<file path="src/rtl/grad_pkg.sv">
// grad_pkg: constants and FSM encoding shared by the gradient BRAM stage and the SPI scheduler.
package grad_pkg;
    localparam int GRAD_N_CH   = 4;
    localparam int GRAD_DATA_W = 24;
    localparam int GRAD_DIV_W  = 6;

    typedef enum logic [2:0] {ST_IDLE, ST_SETUP, ST_SHIFT, ST_HOLD, ST_GAP} st_t;
endpackage

</file>
<file path="src/rtl/grad_spi_shift.sv">
// grad_spi_shift: single SPI shift engine; one word per start, H clocks per phase, MSB first.
module grad_spi_shift
    import grad_pkg::*;
#(
    parameter int DATA_W = GRAD_DATA_W,
    parameter int DIV_W  = GRAD_DIV_W
) (
    input  logic              clk,
    input  logic              rst_n,
    input  logic              start,
    input  logic [DATA_W-1:0] word,
    input  logic [DIV_W:0]    h,
    output logic              done,
    output st_t               state,
    output logic              sclk,
    output logic              sdo,
    output logic              cs_act
);
    localparam int BC_W = $clog2(DATA_W);

    st_t               state_n;
    logic [DIV_W:0]    ph, ph_n, h_q, h_n;
    logic [BC_W-1:0]   bitc, bitc_n;
    logic [DATA_W-1:0] sr, sr_n;
    logic              half, half_n, ph_end;

    assign ph_end = ph == h_q - 1'b1;
    assign done   = (state == ST_GAP) && ph_end;
    assign sclk   = half;
    assign sdo    = sr[DATA_W-1];
    assign cs_act = state inside {ST_SETUP, ST_SHIFT, ST_HOLD};

    always_ff @(posedge clk or negedge rst_n) begin
        if (!rst_n) begin
            state <= ST_IDLE;
            ph    <= '0;
            h_q   <= '0;
            bitc  <= '0;
            sr    <= '0;
            half  <= 1'b0;
        end else begin
            state <= state_n;
            ph    <= ph_n;
            h_q   <= h_n;
            bitc  <= bitc_n;
            sr    <= sr_n;
            half  <= half_n;
        end
    end

    // GAP end doubles as a start point so back-to-back transfers need no idle cycle
    always_comb begin
        state_n = state;
        ph_n    = ph + 1'b1;
        h_n     = h_q;
        bitc_n  = bitc;
        sr_n    = sr;
        half_n  = half;
        if (state == ST_IDLE || done) begin
            state_n = start ? ST_SETUP : ST_IDLE;
            ph_n    = '0;
            sr_n    = start ? word : sr;
            h_n     = start ? h : h_q;
        end else if (ph_end) begin
            ph_n = '0;
            case (state)
                ST_SETUP: begin
                    state_n = ST_SHIFT;
                    half_n  = 1'b1;
                    bitc_n  = '0;
                end
                ST_SHIFT: begin
                    if (half) begin
                        half_n = 1'b0;
                        sr_n   = sr << 1;
                    end else if (bitc == BC_W'(DATA_W - 1)) begin
                        state_n = ST_HOLD;
                    end else begin
                        bitc_n = bitc + 1'b1;
                        half_n = 1'b1;
                    end
                end
                ST_HOLD: state_n = ST_GAP;
                default: state_n = ST_IDLE;
            endcase
        end
    end
endmodule

</file>
<file path="src/rtl/grad_spi_sched.sv">
// grad_spi_sched: per-channel pending slots, round-robin arbitration onto one SPI engine,
// overrun detection and busy reporting back to the BRAM stage.
module grad_spi_sched
    import grad_pkg::*;
#(
    parameter int N_CH   = GRAD_N_CH,
    parameter int DATA_W = GRAD_DATA_W,
    parameter int DIV_W  = GRAD_DIV_W
) (
    input  logic             S_AXI_ACLK,
    input  logic             S_AXI_ARESETN,
    input  logic [31:0]      data_i,
    input  logic [N_CH-1:0]  valid_i,
    input  logic [DIV_W-1:0] spi_clk_div_i,
    output logic             busy_o,
    output logic             data_lost_o,
    output logic             sclk_o,
    output logic             sdo_o,
    output logic [N_CH-1:0]  cs_n_o
);
    localparam int CH_W = (N_CH > 1) ? $clog2(N_CH) : 1;

    logic [N_CH-1:0]   pend, gnt_oh, sel_oh;
    logic [DATA_W-1:0] pend_data [N_CH];
    logic [CH_W-1:0]   last, g, idx;
    logic              start, eng_done, cs_act, unused_hi;
    logic [DIV_W:0]    h_in;
    st_t               eng_state;

    assign unused_hi = ^data_i[31:DATA_W];
    assign h_in      = {1'b0, spi_clk_div_i} + 1'b1;
    assign start     = (|pend) && (eng_state == ST_IDLE || eng_done);
    assign gnt_oh    = start ? N_CH'(1) << g : '0;
    assign cs_n_o    = ~(cs_act ? sel_oh : '0);

    // first pending channel after the last-served one, wrapping around
    always_comb begin
        g   = last;
        idx = '0;
        for (int i = N_CH; i >= 1; i--) begin
            idx = CH_W'((int'(last) + i) % N_CH);
            g   = pend[idx] ? idx : g;
        end
    end

    always_ff @(posedge S_AXI_ACLK or negedge S_AXI_ARESETN) begin
        if (!S_AXI_ARESETN) begin
            pend        <= '0;
            last        <= CH_W'(N_CH - 1);
            sel_oh      <= '0;
            busy_o      <= 1'b0;
            data_lost_o <= 1'b0;
        end else begin
            pend        <= valid_i | (pend & ~gnt_oh);
            data_lost_o <= |(valid_i & pend & ~gnt_oh);
            busy_o      <= (eng_state != ST_IDLE) || (|pend);
            last        <= start ? g : last;
            sel_oh      <= start ? gnt_oh : sel_oh;
        end
    end

    always_ff @(posedge S_AXI_ACLK) begin
        for (int c = 0; c < N_CH; c++)
            if (valid_i[c]) pend_data[c] <= data_i[DATA_W-1:0];
    end

    grad_spi_shift #(.DATA_W(DATA_W), .DIV_W(DIV_W)) u_shift (
        .clk    (S_AXI_ACLK),
        .rst_n  (S_AXI_ARESETN),
        .start  (start),
        .word   (pend_data[g]),
        .h      (h_in),
        .done   (eng_done),
        .state  (eng_state),
        .sclk   (sclk_o),
        .sdo    (sdo_o),
        .cs_act (cs_act)
    );
endmodule

</file>
<file path="config.mk">
export PLATFORM = sky130hd
export DESIGN_NAME = grad_spi_sched
export DESIGN_NICKNAME = d
export VERILOG_FILES = /design/src/rtl/grad_pkg.sv /design/src/rtl/grad_spi_shift.sv /design/src/rtl/grad_spi_sched.sv
export SDC_FILE = /design/constraint.sdc
export NUM_CORES = 1
export LEC_CHECK = 0
export CAP_MARGIN = 20
export CORE_MARGIN = 2
export CORE_UTILIZATION = 52
export CTS_CLUSTER_SIZE = 25
export DETAILED_ROUTE_END_ITERATION = 8
export PLACE_DENSITY = 0.75
export REMOVE_ABC_BUFFERS = 1
export SYNTH_ARGS = -nofsm -noshare
export SYNTH_HDL_FRONTEND = slang
export SYNTH_SLANG_ARGS = --single-unit
export TNS_END_PERCENT = 20
</file>
<file path="constraint.sdc">
create_clock -name S_AXI_ACLK -period 3.1 [get_ports S_AXI_ACLK]
set_clock_uncertainty 0.2 [all_clocks]
set_input_delay 0.465 -clock S_AXI_ACLK [delete_from_list [all_inputs] [get_ports S_AXI_ACLK]]
set_output_delay 0.465 -clock S_AXI_ACLK [all_outputs]
set_load 0.05 [all_outputs]
</file>
==> flow_summary.rst <==
.. list-table::
   :header-rows: 1

   * - Metric
     - Value
   * - Area share of the leading cell type in the synthesized netlist
     - 43.40%
   * - Worst hold margin
     - 0.3043 ns
   * - Clock latency reported for the late side of the worst-skew pair
     - 0.42 ns
   * - Most used flip-flop cell after synthesis
     - sky130_fd_sc_hd__edfxtp_1
   * - Floorplan die area
     - 13690 um2
   * - Highest metal layer used by the detailed router
     - met4
   * - NumNets Final
     - 592
   * - Drt first pass iters
     - 5
   * - Met1 Routed Length
     - 5.597 mm
   * - Required time of the critical path
     - 3.21 ns
   * - Total Routed Length
     - 12.59 mm
   * - Final core area utilization
     - 64.09%
   * - Status
     - completed
   * - Netlist area before placement
     - 6643 um2
   * - Weighted congestion reported at the end of routability-driven placement
     - 0.7916
   * - Sequential share of the synthesized area
     - 65.66%
   * - Pin count of the biggest net entering global routing
     - 52
   * - Type of the worst min-delay path
     - reg2reg
   * - Critical path peak fanout
     - 7
   * - Number of buffers inserted during clock tree synthesis
     - 17
   * - Number of warnings issued by yosys
     - 0
   * - Clock tree from TritonCTS
     - yes
   * - Overall track demand over capacity in global routing
     - 19.85%
   * - Startpoint Class
     - register
   * - Final setup violating endpoints
     - 0
   * - Type of destination of the critical path
     - register
   * - Worst max-slew margin expressed relative to the limit
     - 45.37%
   * - Final critical-path share of the clock period
     - 95.46%
   * - Number of pins with negative max-slew slack in the final report
     - 0
   * - Vertical extent of the die
     - 117.0 um
   * - Total congestion overflow after global routing
     - 0
   * - CTS sink count
     - 155
   * - Effective utilization at floorplan
     - 52.85%
   * - Core outline area
     - 12570 um2
   * - Average wire per cell in the routed design
     - 17.27 um
   * - Final Hold Vio Count
     - 0
   * - Fillcell total
     - 922
   * - Max rail drop VDD
     - 0.0004915 V
   * - 1st-iter DRT viols
     - 346
   * - Most frequent cell after synthesis
     - sky130_fd_sc_hd__edfxtp_1
   * - Antenna violations before repair
     - 0
   * - Number of max-cap violations
     - 0
   * - Overall die width
     - 117.0 um
   * - Slew at the pin closest to its max-slew limit
     - 0.8195 ns
   * - Bufs on Longest Clock Path
     - 2
   * - Share of final-layout standard cells stronger than drive strength 1
     - 15.26%
   * - Cell Rows
     - 41
   * - First-pass GRT wire length
     - 20.24 mm
   * - RSZ-0062 raised after global routing
     - no
   * - Count of antenna diodes in the layout
     - 0
   * - Power density over the cells
     - 942.4 nW/um2
   * - Synthesized flop and latch total
     - 155
   * - IO buf count
     - 43
   * - Clock transition time at the flip-flop clock pins of the worst setup and hold paths
     - 0.06 ns
   * - Synth cell count leaders
     - sky130_fd_sc_hd__edfxtp_1, sky130_fd_sc_hd__dfrtp_1, sky130_fd_sc_hd__a211oi_1, sky130_fd_sc_hd__mux2i_1, sky130_fd_sc_hd__nand2_1
   * - Synthesis-to-layout area growth
     - 21.27%
   * - Most area-consuming cells after synthesis
     - sky130_fd_sc_hd__edfxtp_1, sky130_fd_sc_hd__dfrtp_1, sky130_fd_sc_hd__mux2i_1
   * - Yosys top cell by area
     - sky130_fd_sc_hd__edfxtp_1
   * - Met2 WL post-DR
     - 6.253 mm
   * - Final Critical Period
     - 2.959 ns
   * - Met3 layer wire length in the routed design
     - 570 um
   * - Leakage power summed over all cells
     - 3.070 nW
   * - Number of levels in the clock H-tree
     - 4
   * - Achievable frequency
     - 0.3379 GHz
   * - Number of ports placed on the die boundary
     - 52
   * - Vias in the first global route
     - 4143
   * - Clk Tree Root Cell
     - sky130_fd_sc_hd__clkbuf_16
   * - Number of distinct library cell variants in the gate-level netlist after synthesis
     - 51
   * - Instance count of the mapped netlist
     - 477
   * - Detailed-route via count
     - 4116
   * - Count of antenna-violating nets left after detailed routing
     - 0
   * - Crit path DAT
     - 3.07 ns
   * - Syn avg cell area
     - 13.93 um2
   * - Critical path class
     - reg2reg
   * - Share of async-settable or async-resettable flops after synthesis
     - 38.06%
   * - Total half-perimeter wirelength after legalization and detailed placement
     - 8.155 mm
   * - Post-route DRC violation count
     - 0
   * - Number of flops mapped to enable cells by yosys
     - 96
   * - Average vias per placed instance
     - 5.646
## stage by stage
stage	cells	worst slack, ns	power (mW)	cell area [um2]	TNS, ns
final	729	0.1408	7.591	8055	0
after global placement	694	0.05324	5.362	7398	0
after floorplan	452	-2.613	4.629	6526	-83.70
after CTS	727	0.07589	7.622	8025	0
after detailed placement	694	-0.04696	5.486	7398	-0.1820
after global routing	729	0.01463	8.020	8055	0
## metal layers
metal | track usage [%] | vias up
li1 | - | 1958
met1 | 25.50 | 2035
met2 | 32.76 | 105
met3 | 4.995 | 18
met4 | 7.765 | 0
met5 | 0 | -
## area by class of cell
| class | instances | area (um2) | area share (%) |
|---|---|---|---|
| inverter | 10 | 37.54 | 0.4660 |
| clock inverter | 15 | 186.4 | 2.314 |
| clock buffer | 17 | 425.4 | 5.281 |
| timing repair buffer | 73 | 669.4 | 8.310 |
| multi-input combinational | 287 | 2160 | 26.81 |
| sequential | 155 | 4362 | 54.15 |
| tap | 172 | 215.2 | 2.672 |
## repair_timing
item,4_1_cts,5_1_grt
pin swaps,0,0
gates cloned,0,1
gates resized for setup,1,5
hold buffers,1,0
setup endpoints to repair,4,5
buffers inserted,0,1
hold endpoints to repair,35,0
## power breakdown
group	internal, mW	total (mW)	switching [mW]
clock	1.28	2.12	0.840
combinational	1.12	2.53	1.41
sequential	2.63	2.94	0.311
## path summary, 6_finish.rpt
check / start / to / slack (ns) / cells after the start
max reg2reg: u_shift.h_q[0] / u_shift.sr[18] / 0.14 / 10
min: u_shift.ph[0] / u_shift.ph[0] / 0.30 / 1
max in group asynchronous: S_AXI_ARESETN / u_shift.sr[7] / 1.46 / 3
max: u_shift.h_q[0] / u_shift.sr[18] / 0.14 / 10
min reg2reg: u_shift.ph[0] / u_shift.ph[0] / 0.30 / 1
min in group asynchronous: S_AXI_ARESETN / u_shift.state[0] / 0.47 / 2
## placed cells by master, fill, tap and decap left out, types with 2 or more instances in the layout
cell and count:
sky130_fd_sc_hd__bufinv_16 3, sky130_fd_sc_hd__clkinvlp_4 2, sky130_fd_sc_hd__edfxtp_1 96, sky130_fd_sc_hd__clkdlybuf4s50_1 42, sky130_fd_sc_hd__mux2_2 10, sky130_fd_sc_hd__clkinv_4 3
sky130_fd_sc_hd__dfrtp_1 57, sky130_fd_sc_hd__o21ai_0 13, sky130_fd_sc_hd__buf_4 27, sky130_fd_sc_hd__nand2b_1 8, sky130_fd_sc_hd__clkbuf_16 17, sky130_fd_sc_hd__dfstp_2 2
sky130_fd_sc_hd__nand3_1 13, sky130_fd_sc_hd__inv_1 10, sky130_fd_sc_hd__a31oi_1 6, sky130_fd_sc_hd__xor2_1 3, sky130_fd_sc_hd__mux2i_1 33, sky130_fd_sc_hd__xnor2_1 14
sky130_fd_sc_hd__nand2_1 29, sky130_fd_sc_hd__a21o_1 5, sky130_fd_sc_hd__nor3_1 2, sky130_fd_sc_hd__o31ai_1 6, sky130_fd_sc_hd__nor2_1 18, sky130_fd_sc_hd__a211oi_1 39
sky130_fd_sc_hd__nor3_2 3, sky130_fd_sc_hd__a22o_1 4, sky130_fd_sc_hd__a221o_1 19, sky130_fd_sc_hd__and3_1 3, sky130_fd_sc_hd__nor2b_1 22, sky130_fd_sc_hd__inv_6 4
sky130_fd_sc_hd__o31a_1 2, sky130_fd_sc_hd__ha_1 4, sky130_fd_sc_hd__a21oi_1 8
## kinds of logic (layout without fill, tap and decap cells)
family | after synthesis | after routing | synth area share (%)
adders and majority gates | 4 | 4 | 0.7535
buffers and inverters | 35 | 115 | 2.317
DFF | 155 | 155 | 65.66
AOI/OAI and AO/OA | 111 | 111 | 13.26
xor gates and xnor gates | 17 | 17 | 2.242
muxes | 43 | 43 | 6.668
and+or+nand+nor | 112 | 112 | 9.098
## worst max-delay path, cell delays in order, from the launching register on
cell and delay [ns]:
sky130_fd_sc_hd__dfrtp_1 0.35, sky130_fd_sc_hd__inv_1 0.05, sky130_fd_sc_hd__ha_1 0.27, sky130_fd_sc_hd__or3_4 0.42, sky130_fd_sc_hd__a31oi_4 0.23, sky130_fd_sc_hd__o2111ai_4 0.17, sky130_fd_sc_hd__buf_4 0.20, sky130_fd_sc_hd__a21boi_4 0.18
sky130_fd_sc_hd__buf_4 0.18, sky130_fd_sc_hd__mux2_2 0.34, sky130_fd_sc_hd__mux2_2 0.25
## state kept, by name, indices dropped and copies added, names as in the netlist
register       cells
busy_o             1
data_lost_o        1
last               2
pend               4
pend_data         96
sel_oh             4
u_shift.bitc       5
u_shift.h_q        7
u_shift.ph         7
u_shift.sclk       1
u_shift.sr        24
u_shift.state      3
Power figures use the tool's default switching activity.
